<file path="src/rtl/req_capture_pe_pkg.sv">
// req_capture_pe shared definitions
// widths, FSM states and index helper
package req_capture_pe_pkg;

  localparam int REQ_W = 4;
  localparam int IDX_W = 2;

  typedef enum logic {
    IDLE = 1'b0,
    HOLD = 1'b1
  } state_t;

  function automatic logic [REQ_W-1:0] idx2oh(
    input logic [IDX_W-1:0] i
  );
    logic [REQ_W-1:0] one;
    one = REQ_W'(1);
    return one << i;
  endfunction

endpackage

</file>
<file path="src/rtl/req_capture_pe_encode.sv">
// pe_encode4: 4->2 highest-index-wins encoder
// same priority rule as the downstream encoder
module pe_encode4
  import req_capture_pe_pkg::*;
(
  input  logic [REQ_W-1:0] req,
  output logic [IDX_W-1:0] idx,
  output logic             any
);

  // bit 3 has top priority, zero input gives idx 0 and any=0
  always_comb begin
    idx = '0;
    any = |req;
    if (req[3])      idx = 2'd3;
    else if (req[2]) idx = 2'd2;
    else if (req[1]) idx = 2'd1;
    else             idx = 2'd0;
  end

endmodule

</file>
<file path="src/rtl/req_capture_pe.sv">
// req_capture_pe: request capture and grant
// pending register, frozen grant, sticky overflow
module req_capture_pe
  import req_capture_pe_pkg::*;
#(
  parameter bit EDGE = 1'b1
) (
  input  logic             clk,
  input  logic             rst,
  input  logic [REQ_W-1:0] req_in,
  input  logic             out_ready,
  input  logic             clr_ovf,
  output logic             out_valid,
  output logic [IDX_W-1:0] out_idx,
  output logic [REQ_W-1:0] pending,
  output logic             overflow
);

  logic [REQ_W-1:0] req_q;
  logic [REQ_W-1:0] rise;
  logic [REQ_W-1:0] clear;
  logic [IDX_W-1:0] enc_idx;
  logic             enc_any;
  logic             ovf_set;
  state_t           state;

  pe_encode4 u_enc (
    .req (pending),
    .idx (enc_idx),
    .any (enc_any)
  );

  // new requests, serviced-bit mask and overflow event
  always_comb begin
    rise    = EDGE ? (req_in & ~req_q) : req_in;
    clear   = (out_valid && out_ready) ? idx2oh(out_idx) : '0;
    ovf_set = |(rise & pending & ~clear);
  end

  // capture: set wins over clear, overflow set wins over clr_ovf
  always_ff @(posedge clk) begin
    if (rst) begin
      req_q    <= '0;
      pending  <= '0;
      overflow <= 1'b0;
    end else begin
      req_q    <= req_in;
      pending  <= (pending & ~clear) | rise;
      overflow <= ovf_set | (overflow & ~clr_ovf);
    end
  end

  // grant FSM: grant frozen in HOLD until the handshake
  always_ff @(posedge clk) begin
    if (rst) begin
      state     <= IDLE;
      out_valid <= 1'b0;
      out_idx   <= '0;
    end else begin
      unique case (state)
        IDLE: begin
          if (enc_any) begin
            out_idx   <= enc_idx;
            out_valid <= 1'b1;
            state     <= HOLD;
          end
        end
        HOLD: begin
          if (out_ready) begin
            out_valid <= 1'b0;
            state     <= IDLE;
          end
        end
        default: begin
          out_valid <= 1'b0;
          state     <= IDLE;
        end
      endcase
    end
  end

endmodule

</file>
<file path="config.mk">
export PLATFORM = sky130hd
export DESIGN_NAME = req_capture_pe
export DESIGN_NICKNAME = d
export VERILOG_FILES = /design/src/rtl/req_capture_pe_pkg.sv /design/src/rtl/req_capture_pe_encode.sv /design/src/rtl/req_capture_pe.sv
export SDC_FILE = /design/constraint.sdc
export NUM_CORES = 1
export LEC_CHECK = 0
export CAP_MARGIN = 20
export CELL_PAD_IN_SITES_DETAIL_PLACEMENT = 2
export CELL_PAD_IN_SITES_GLOBAL_PLACEMENT = 2
export CORE_UTILIZATION = 27
export CTS_CLUSTER_SIZE = 10
export DETAILED_ROUTE_END_ITERATION = 7
export PLACE_DENSITY = 0.75
export RECOVER_POWER = 50
export SLEW_MARGIN = 20
export SYNTH_ARGS = -nofsm -noshare
export SYNTH_HDL_FRONTEND = slang
export SYNTH_SLANG_ARGS = --single-unit
</file>
<file path="constraint.sdc">
create_clock -name clk -period 2.3 [get_ports clk]
set_input_delay 0.345 -clock clk [delete_from_list [all_inputs] [get_ports clk]]
set_output_delay 0.345 -clock clk [all_outputs]
set_load 0.01 [all_outputs]
</file>
==> key figures, run 1 <==
Power
  – Total leakage power: 0.000265 uW
  – Max VDD drop: 341 uV
  – Pwr dens: 705 nW/um^2

Flow run
  – Max-cap viol count: 0

Logic synthesis
  – Most frequent cell after synthesis: dfxtp_1
  – Top flip-flop cell by instance count after synthesis: dfxtp_1
  – Adder-cell share of the synthesized area: 0%
  – Fraction of synthesized area in multiplexers: 0%
  – Top cell type by total area after synthesis: dfxtp_1
  – Syn. warnings: 0
  – Top-area cell type share of the netlist area: 50.7%
  – Instance count of the mapped netlist: 55
  – Dominant combinational cell family by area after synthesis: simple AND/OR/NAND/NOR gates
  – Count of unique library cells instantiated by Yosys: 23
  – Area share of xor/xnor cells in the synthesized design: 0%
  – Basic-gate share of the synthesized area counting and, or, nand and nor cells: 25.9%
  – FFs w/ async S/R, synth: 0%
  – Proportion of synthesized chip area in sequential cells: 50.7%
  – Number of synthesized register bits: 13
  – Syn_nets: 63
  – Number of synthesized flops with an enable pin: 0
  – Dominant cells by area after synthesis: dfxtp_1 51%, nor2b_1 8.5%, a21oi_1 6.8%, nor2_1 3.7%, a211oi_2 2.4%
  – Cell Area, Synth: 513 um^2
  – Post-Syn Area per Cell: 9.33 um^2
  – Most numerous cell types in the synthesized netlist: 13 x dfxtp_1, 7 x a21oi_1, 7 x nor2b_1
  – Compound-Gate Fraction of Synth Area: 21.2%

Setup path
  – Startpoint Class: register
  – Highest-delay cell along the critical path: clkdlybuf4s50_1
  – Crit path DAT: 1.28 ns
  – Chain of cells forming the critical path: clkdlybuf4s50_1
  – Number of cell instances on the worst register-to-register path: 4
  – Slack of the worst reg-to-reg path: 1.03 ns
  – Number of stages on the worst setup path: 1
  – Max FO, Critical Path: 6
  – CP Capture Type: primary output
  – Buffer and inverter count on the worst path: 1
  – Source of the worst register-to-register timing path: pending[2]
  – CP peak stage delay: 0.58 ns
  – Data required time at the worst endpoint: 1.96 ns
  – CP top delay family: buffers and inverters
  – Worst setup path category: register to primary output
  – Endpoint of the most critical register-to-register path: out_valid

Die
  – I/O pin count: 16
  – Core outline area: 1750 um^2
  – Die H: 45.6 um
  – Number of rows created at floorplan: 15
  – Initial standard-cell utilization of the core: 29.4%
  – Die Area: 2080 um^2
  – Die extent in x: 45.6 um

Clock tree
  – Number of levels in the clock H-tree: 1
  – CTS hold repair buffers: 0
  – Number of buffers created by CTS: 3
  – CTS tree: built
  – Setup Buffers After CTS: 0
  – Register clock-pin slew on the reported worst setup and hold paths: 0.08 ns
  – Clock network latency to the later pin of the worst-skew pair: 0.27 ns
  – # clock sinks: 13
  – Buffers from clock root to sink, at most: 2
  – Cell chosen for the clock root: clkbuf_4
  – Number of cells upsized or downsized after cts: 0

Drt
  – Initial DRC count: 5
  – Remaining design rule violation count: 0
  – Number of vias after detailed routing: 454
  – Length of the first detailed-routing pass in iterations: 2
  – Total Routed Length: 1190 um
  – Vias per inst: 4.63
  – Average routed wire per standard cell: 12.2 um
  – Detail Route Antenna Nets: 0

STA
  – Worst hold slack: 0.525 ns
  – Unrepaired setup endpoints after global routing: no
  – Worst-case clock skew: 0.00106 ns
  – Share of the cycle needed by the critical path after routing: 70.7%
  – Setup Total Neg Slack: 0 ns
  – Minimum period implied by the final worst setup slack: 1.63 ns
  – Worst slew pin tran: 0.503 ns
  – Relative slew margins: 66.3%
  – Hold Vio Cnt, Final: 0
  – Slack of the critical path: 0.675 ns
  – Number of setup violations in the final report: 0
  – Count of pins over their slew limit: 0
  – Upper clock frequency limit: 0.615 GHz

GRT
  – Largest net degree at the start of global routing: 14
  – Number of global-route vias before repair: 492
  – Overall routing resource usage: 14.3%
  – Global-route wire length before repair: 2110 um
  – Number of antenna violations at the first check in global routing: 0
  – Grt total ovfl: 0

Final layout
  – Non-filler cells, final: 98
  – N_diodes: 0
  – Fill cell count: 203
  – Share of post-route cells with drive strength above 1: 6.85%
  – Utilization after layout: 40.7%
  – Post-synthesis to final-layout area growth: 38.5%
  – Area used by sequential logic in the layout: 260 um^2
  – Area used by multi-input combinational logic: 235 um^2
  – Net count reported at finish: 82

Status
  – Status: complete, no violations

Min path
  – Hold path endpoint: pending[0]
  – Critical hold path startpoint: req_q[0]
  – Worst min-delay path category: register to register
  – Number of cells on the worst hold path: 2

Placement
  – Number of placed instances with taps included: 94
  – Final estimated routing congestion in global placement: 0.630
  – Buffers added on ports: 15
  – HPWL after detailed placement: 917 um
  – Pre-CTS setup slack: 0.610 ns
kinds of logic (layout without fill, tap and decap cells):
family | Yosys count | count (layout)
compound gates | 17 | 17
buf+inv | 3 | 21
flops | 13 | 13
simple gates | 22 | 22
state kept, by name, indices dropped and copies added, names as in the netlist:
signal	count
overflow	1
state	1
req_q	4
pending	4
out_valid	1
out_idx	2
through the flow:
stage	cell area, um^2	power (uW)
after floorplan	513	317
after global placement	691	368
after detailed placement	691	372
after CTS	717	514
after global routing	711	531
final	711	501
how the worst max path moves through the flow:
stage / from / to
2_1_floorplan: out_valid / overflow
3_3_place_gp: out_ready / overflow
3_5_place_dp: out_ready / overflow
4_1_cts: pending[3] / pending[3]
5_1_grt: out_idx[1] / out_idx[1]
6_report: pending[2] / pending[2]
cell usage in the layout, fill, tap and decap left out, drive strengths merged:
cell,n
nand4b,1
o21bai,1
a21oi,7
nor4,1
or2b,1
o21ai,3
nor2b,7
clkbuf,4
nand2b,2
a31oi,1
and3b,1
a211oi,2
a2bb2oi,1
nor2,5
dfxtp,13
nand4,1
or2,1
o31ai,1
nand2,2
a22o,1
clkdlybuf4s50,14
inv,2
dlygate4sd3,1
metal layers:
metal	global-route usage, %	vias up	routed length (um)
met3	2.38	2	37
li1	-	231	-
met2	23.4	10	581
met1	17.7	211	564
met5	0	-	0
met4	7.27	0	10
layout make-up:
type                            instances  area share (%)
Sequential cell                        13            36.6
Multi-Input combinational cell         39            33.1
Timing Repair Buffer                   15            21.1
Tap cell                               25            4.40
Clock buffer                            4            3.70
Inverter                                2            1.06
power breakdown:
part / switching (uW) / internal [uW]
clock network: 71.1 / 67.1
registers: 21.0 / 245
logic: 40.4 / 56.4
Note: power is estimated with default switching activity, not from simulation.
==> run 2: changes to the inputs <==
--- a/config.mk
+++ b/config.mk
@@ -8,10 +8,10 @@
 export CAP_MARGIN = 20
 export CELL_PAD_IN_SITES_DETAIL_PLACEMENT = 2
 export CELL_PAD_IN_SITES_GLOBAL_PLACEMENT = 2
-export CORE_UTILIZATION = 27
+export CORE_UTILIZATION = 25
 export CTS_CLUSTER_SIZE = 10
 export DETAILED_ROUTE_END_ITERATION = 7
-export PLACE_DENSITY = 0.75
+export PLACE_DENSITY = 0.7
 export RECOVER_POWER = 50
 export SLEW_MARGIN = 20
 export SYNTH_ARGS = -nofsm -noshare
==> constraint.sdc (replaced) <==
create_clock -name clk -period 1.5 [get_ports clk]
set_input_delay 0.225 -clock clk [delete_from_list [all_inputs] [get_ports clk]]
set_output_delay 0.225 -clock clk [all_outputs]
set_load 0.01 [all_outputs]
==> run 2 against run 1 <==
  * Count of clock-buffer cells in the layout is 1 lower
  * Setup slack got worse by 0.60 ns
  * Total power is 59% higher
  * Clock power increased by 63%
  * Global-route usage decreased by 0.12 points
  * Sequential power up 53%
  * Wire length increased by 12%
  * Sequential share of layout area fell by 1.1 points
  * Flip-flop and latch count is the same
  * First-iteration DRC count is 100% lower
  * Combinational power rose by 71%
  * Largest cell class unchanged
==> key figures, run 2 (synthesized netlist as in run 1, its figures left out) <==
Clock tree
  – Register clock-pin slew on the reported worst setup and hold paths: 0.09 ns
  – Buffers from clock root to sink, at most: 2
  – CTS hold repair buffers: 0
  – Number of buffers created by CTS: 3
  – CTS tree: built
  – Cell chosen for the clock root: clkbuf_4
  – Number of levels in the clock H-tree: 1
  – Clock network latency to the later pin of the worst-skew pair: 0.29 ns
  – # clock sinks: 13
  – Setup Buffers After CTS: 0

GRT
  – Grt total ovfl: 0
  – Number of global-route vias before repair: 470
  – Met2 track utilization from global routing: 23.6%
  – Met1 usage: 16.8%
  – Overall routing resource usage: 14.1%
  – Global-route wire length before repair: 2090 um
  – Number of antenna violations at the first check in global routing: 0
  – Global-route met3 utilization: 3.46%
  – Largest net degree at the start of global routing: 14
  – Most Crowded Layer GR: met2

Final layout
  – Utilization after layout: 38.6%
  – Fill cell count: 226
  – Final design area excluding fillers: 749 um^2
  – Most common cell after layout, fill and taps aside: clkdlybuf4s50_1
  – Registers with the highest flip-flop counts: pending: 4 flops, req_q: 4 flops, out_idx: 2 flops
  – Post-synthesis to final-layout area growth: 46.1%
  – Most used cells in the layout excluding fill and tap cells: 13 x clkdlybuf4s50_1, 8 x dfxtp_1, 7 x a21oi_1, 7 x nor2b_1
  – Share of post-route cells with drive strength above 1: 18.2%
  – N_diodes: 0
  – Net count reported at finish: 86

STA
  – Unrepaired setup endpoints after global routing: no
  – Worst-case clock skew: 0.0137 ns
  – Slack of the critical path: 0.0713 ns
  – Share of the cycle needed by the critical path after routing: 95.2%
  – Number of setup violations in the final report: 0
  – Count of pins over their slew limit: 0
  – Minimum period implied by the final worst setup slack: 1.43 ns
  – Worst slew pin tran: 0.514 ns
  – Hold Vio Cnt, Final: 0
  – Upper clock frequency limit: 0.700 GHz
  – Relative slew margins: 65.7%

Die
  – Number of rows created at floorplan: 16
  – Die extent in x: 47.3 um
  – Core outline area: 1940 um^2
  – Initial standard-cell utilization of the core: 26.4%
  – Die H: 47.3 um
  – Die Area: 2240 um^2
  – I/O pin count: 16

Power
  – Logic gate share of total power: 20.8%
  – Pwr Total: 797 uW
  – Net switching power figure: 225 uW
  – Pwr dens: 1060 nW/um^2
  – Clock share of power: 28.3%
  – Total leakage power: 0.000282 uW
  – Net switching fraction of the power: 28.2%
  – Max VDD drop: 540 uV
  – Cell internal power dissipation: 572 uW
  – Power share of the sequential group: 51.0%

Drt
  – Average routed wire per standard cell: 12.9 um
  – Total Routed Length: 1340 um
  – Initial DRC count: 0
  – Remaining design rule violation count: 0
  – Number of vias after detailed routing: 472
  – Vias per inst: 4.54
  – Length of the first detailed-routing pass in iterations: 1
  – Detail Route Antenna Nets: 0

Setup path
  – Max FO, Critical Path: 6
  – Number of cell instances on the worst register-to-register path: 5
  – CP Capture Type: primary output
  – Chain of cells forming the critical path: clkdlybuf4s50_1
  – Highest-delay cell along the critical path: clkdlybuf4s50_1
  – Number of stages on the worst setup path: 1
  – Startpoint Class: register
  – CP top delay family: buffers and inverters
  – CP peak stage delay: 0.54 ns
  – Buffer and inverter count on the worst path: 1
  – Worst setup path category: register to primary output
  – Data required time at the worst endpoint: 1.27 ns
  – Crit path DAT: 1.20 ns

Min path
  – Worst min-delay path category: input pin to register
  – Number of cells on the worst hold path: 2

Status
  – Status: complete, no violations

Placement
  – Buffers added on ports: 15
  – Placed Area: 723 um^2
  – Final estimated routing congestion in global placement: 0.668
  – Pre-CTS setup slack: -0.0558 ns
  – HPWL after detailed placement: 1060 um

Flow run
  – Max-cap viol count: 0
[run 2: power groups by stage]
stage	logic [uW]	registers [uW]	clock network, uW
3_3_place_gp	165	412	0
2_1_floorplan	65.7	420	0
4_1_cts	173	405	237
5_1_grt	181	412	254
3_5_place_dp	170	413	0
6_report	166	406	225
[run 2: final timing paths]
kind,slack (ns),end,start
setup reg to reg,0.22,out_valid,pending[2]
setup / recovery,0.07,out_idx[1],out_idx[1]
hold / removal,0.51,req_q[0],req_in[0]
hold reg to reg,0.52,pending[0],req_q[0]
[run 2: timing repair]
| action | 4_1_cts | 5_1_grt |
|---|---|---|
| resized for setup | 1 | 4 |
| setup endpoints to repair | 1 | 4 |
| pin swaps | 0 | 0 |
| endpoints found under the hold margin | 0 | 0 |
[run 2: metal layers]
metal	routed length (um)	up-vias
met3	45	2
met5	0	-
met1	606	221
met2	677	10
met4	8	0
li1	-	239
[run 2: per-stage QoR]
stage / TNS [ns] / hold slack, ns / std cells
floorplan: 0 / 0.297 / 55
global placement: 0 / 0.503 / 100
detailed placement: -0.0602 / 0.524 / 100
CTS: 0 / 0.511 / 104
global route: 0 / 0.529 / 104
finish: 0 / 0.512 / 104
[run 2: worst reg2reg max path: stages, from the launching register on]
cell and delay [ns]:
dfxtp_1 0.32, clkbuf_1 0.16, nor4_2 0.30, nor2_1 0.13, a21oi_1 0.17, nor2_1 0.07
[run 2: layout make-up]
type | instances | area, um^2 | area share [%]
Clock buffer | 3 | 22.5 | 3.01
Clock inverter | 1 | 5.00 | 0.668
Inverter | 2 | 7.51 | 1.00
Multi-Input combinational cell | 39 | 241 | 32.2
Sequential cell | 13 | 267 | 35.6
Tap cell | 27 | 33.8 | 4.51
Timing Repair Buffer | 19 | 173 | 23.0
==> run 3: changes to the inputs <==
--- a/config.mk
+++ b/config.mk
@@ -6,12 +6,13 @@
 export NUM_CORES = 1
 export LEC_CHECK = 0
 export CAP_MARGIN = 20
-export CELL_PAD_IN_SITES_DETAIL_PLACEMENT = 2
-export CELL_PAD_IN_SITES_GLOBAL_PLACEMENT = 2
-export CORE_UTILIZATION = 25
+export CELL_PAD_IN_SITES_DETAIL_PLACEMENT = 1
+export CELL_PAD_IN_SITES_GLOBAL_PLACEMENT = 1
+export CORE_MARGIN = 5
+export CORE_UTILIZATION = 31
 export CTS_CLUSTER_SIZE = 10
 export DETAILED_ROUTE_END_ITERATION = 7
-export PLACE_DENSITY = 0.7
+export PLACE_DENSITY = 0.74
 export RECOVER_POWER = 50
 export SLEW_MARGIN = 20
 export SYNTH_ARGS = -nofsm -noshare
==> run 3 against run 2 <==
  * Die area is 15% higher
  * Combinational power is 9.6% lower
  * Global-route usage is 3.9 points lower
  * Wire length is 17% lower
  * Largest cell class unchanged
  * Largest power group unchanged
==> key figures, run 3 (synthesized netlist as in run 1, its figures left out) <==
Drt
  – Total Routed Length: 1120 um
  – Vias per inst: 5.23
  – Remaining design rule violation count: 0
  – Initial DRC count: 0
  – Detail Route Antenna Nets: 0
  – Number of vias after detailed routing: 471
  – Length of the first detailed-routing pass in iterations: 1
  – Average routed wire per standard cell: 12.4 um

STA
  – Worst slew pin tran: 0.482 ns
  – Unrepaired setup endpoints after global routing: no
  – Count of pins over their slew limit: 0
  – Setup Total Neg Slack: 0 ns
  – Hold Vio Cnt, Final: 0
  – Relative slew margins: 67.7%
  – Upper clock frequency limit: 0.700 GHz
  – Minimum period implied by the final worst setup slack: 1.43 ns
  – Share of the cycle needed by the critical path after routing: 95.3%
  – Number of setup violations in the final report: 0
  – Worst-case clock skew: 0.00171 ns
  – Slack of the critical path: 0.0706 ns

Setup path
  – Number of stages on the worst setup path: 1
  – Chain of cells forming the critical path: clkdlybuf4s50_1
  – Startpoint Class: register
  – Highest-delay cell along the critical path: clkdlybuf4s50_1
  – Max FO, Critical Path: 6
  – Data required time at the worst endpoint: 1.27 ns
  – Worst setup path start: out_idx[0]
  – CP Capture Type: primary output
  – Crit path DAT: 1.20 ns
  – Endpoint of the most critical register-to-register path: out_valid
  – Buffer and inverter count on the worst path: 1
  – Source of the worst register-to-register timing path: pending[0]
  – CP peak stage delay: 0.55 ns
  – CP top delay family: buffers and inverters
  – Critical path capture point: out_idx[0]
  – Number of cell instances on the worst register-to-register path: 4
  – Slack of the worst reg-to-reg path: 0.25 ns
  – Worst setup path category: register to primary output

Final layout
  – Most common cell after layout, fill and taps aside: clkdlybuf4s50_1
  – Post-synthesis to final-layout area growth: 39.5%
  – Share of post-route cells with drive strength above 1: 14.9%
  – Registers with the highest flip-flop counts: pending: 4 flops, req_q: 4 flops, out_idx: 2 flops
  – Net count reported at finish: 83
  – Most used cells in the layout excluding fill and tap cells: 12 x clkdlybuf4s50_1, 8 x dfxtp_1, 7 x a21oi_1, 7 x nor2b_1
  – Non-filler cells, final: 90
  – N_diodes: 0

Min path
  – Worst min-delay path category: register to register

Placement
  – Final estimated routing congestion in global placement: 0.762
  – HPWL after detailed placement: 870 um
  – Buffers added on ports: 15
  – Number of placed instances with taps included: 86
  – Pre-CTS setup slack: -0.0618 ns

GRT
  – Grt total ovfl: 0
  – Number of global-route vias before repair: 478
  – Global-route wire length before repair: 1940 um
  – Number of antenna violations at the first check in global routing: 0
  – Largest net degree at the start of global routing: 14
  – Overall routing resource usage: 10.2%

Die
  – Initial standard-cell utilization of the core: 33.3%
  – Die Area: 2570 um^2
  – Die extent in x: 50.7 um
  – Number of rows created at floorplan: 14
  – I/O pin count: 16
  – Die H: 50.7 um
  – Core outline area: 1540 um^2

Status
  – Status: complete, no violations

Clock tree
  – CTS hold repair buffers: 0
  – Cell chosen for the clock root: clkbuf_4
  – Clock network latency to the later pin of the worst-skew pair: 0.28 ns
  – Buffers from clock root to sink, at most: 2
  – Number of buffers created by CTS: 3
  – CTS tree: built
  – # clock sinks: 13
  – Setup Buffers After CTS: 0
  – Number of levels in the clock H-tree: 1
  – Register clock-pin slew on the reported worst setup and hold paths: 0.08 ns

Power
  – Pwr Total: 775 uW
  – Total leakage power: 0.000285 uW
  – Pwr dens: 1080 nW/um^2
  – Max VDD drop: 454 uV

Flow run
  – Max-cap viol count: 0
-- run 3: timing repair --
item / CTS / global route
pin swaps: 0 / 0
setup endpoints to repair: 3 / 4
resized for setup: 3 / 4
-- run 3: worst min-delay path by stage --
stage / from / cells past startpoint / to
finish: req_q[1] / 2 / pending[1]
global route: req_in[2] / 2 / req_q[2]
CTS: req_in[0] / 2 / req_q[0]
detailed placement: req_q[0] / 2 / pending[0]
global placement: req_q[0] / 2 / pending[0]
floorplan: rst / 1 / req_q[0]
-- run 3: where the power goes --
group	internal [uW]	leakage (uW)	total (uW)	switching [uW]
logic	88.1	0.000160	150	61.6
clock network	103	0.0000150	216	113
registers	379	0.000110	409	30.0
-- run 3: metrics by stage --
| step | utilization [%] | instance area, um^2 | hold slack, ns |
|---|---|---|---|
| floorplan | - | 513 | 0.297 |
| global placement | 44.6 | 687 | 0.502 |
| detailed placement | 44.6 | 687 | 0.508 |
| CTS | 46.5 | 717 | 0.508 |
| global route | 46.4 | 716 | 0.508 |
| finish | 46.4 | 716 | 0.514 |
-- run 3: area by class of cell --
type	instances	area, um^2
Multi-Input combinational cell	39	235
Clock buffer	4	26.3
Sequential cell	13	267
Inverter	2	7.51
Timing Repair Buffer	16	160
Tap cell	16	20.0
Fill cell	188	826
-- run 3: layer usage --
metal / GRT usage [%] / wire, um
met2: 15.9 / 526
met5: 0 / 0
met4: 5.11 / 12
met3: 6.21 / 80
met1: 10.8 / 496
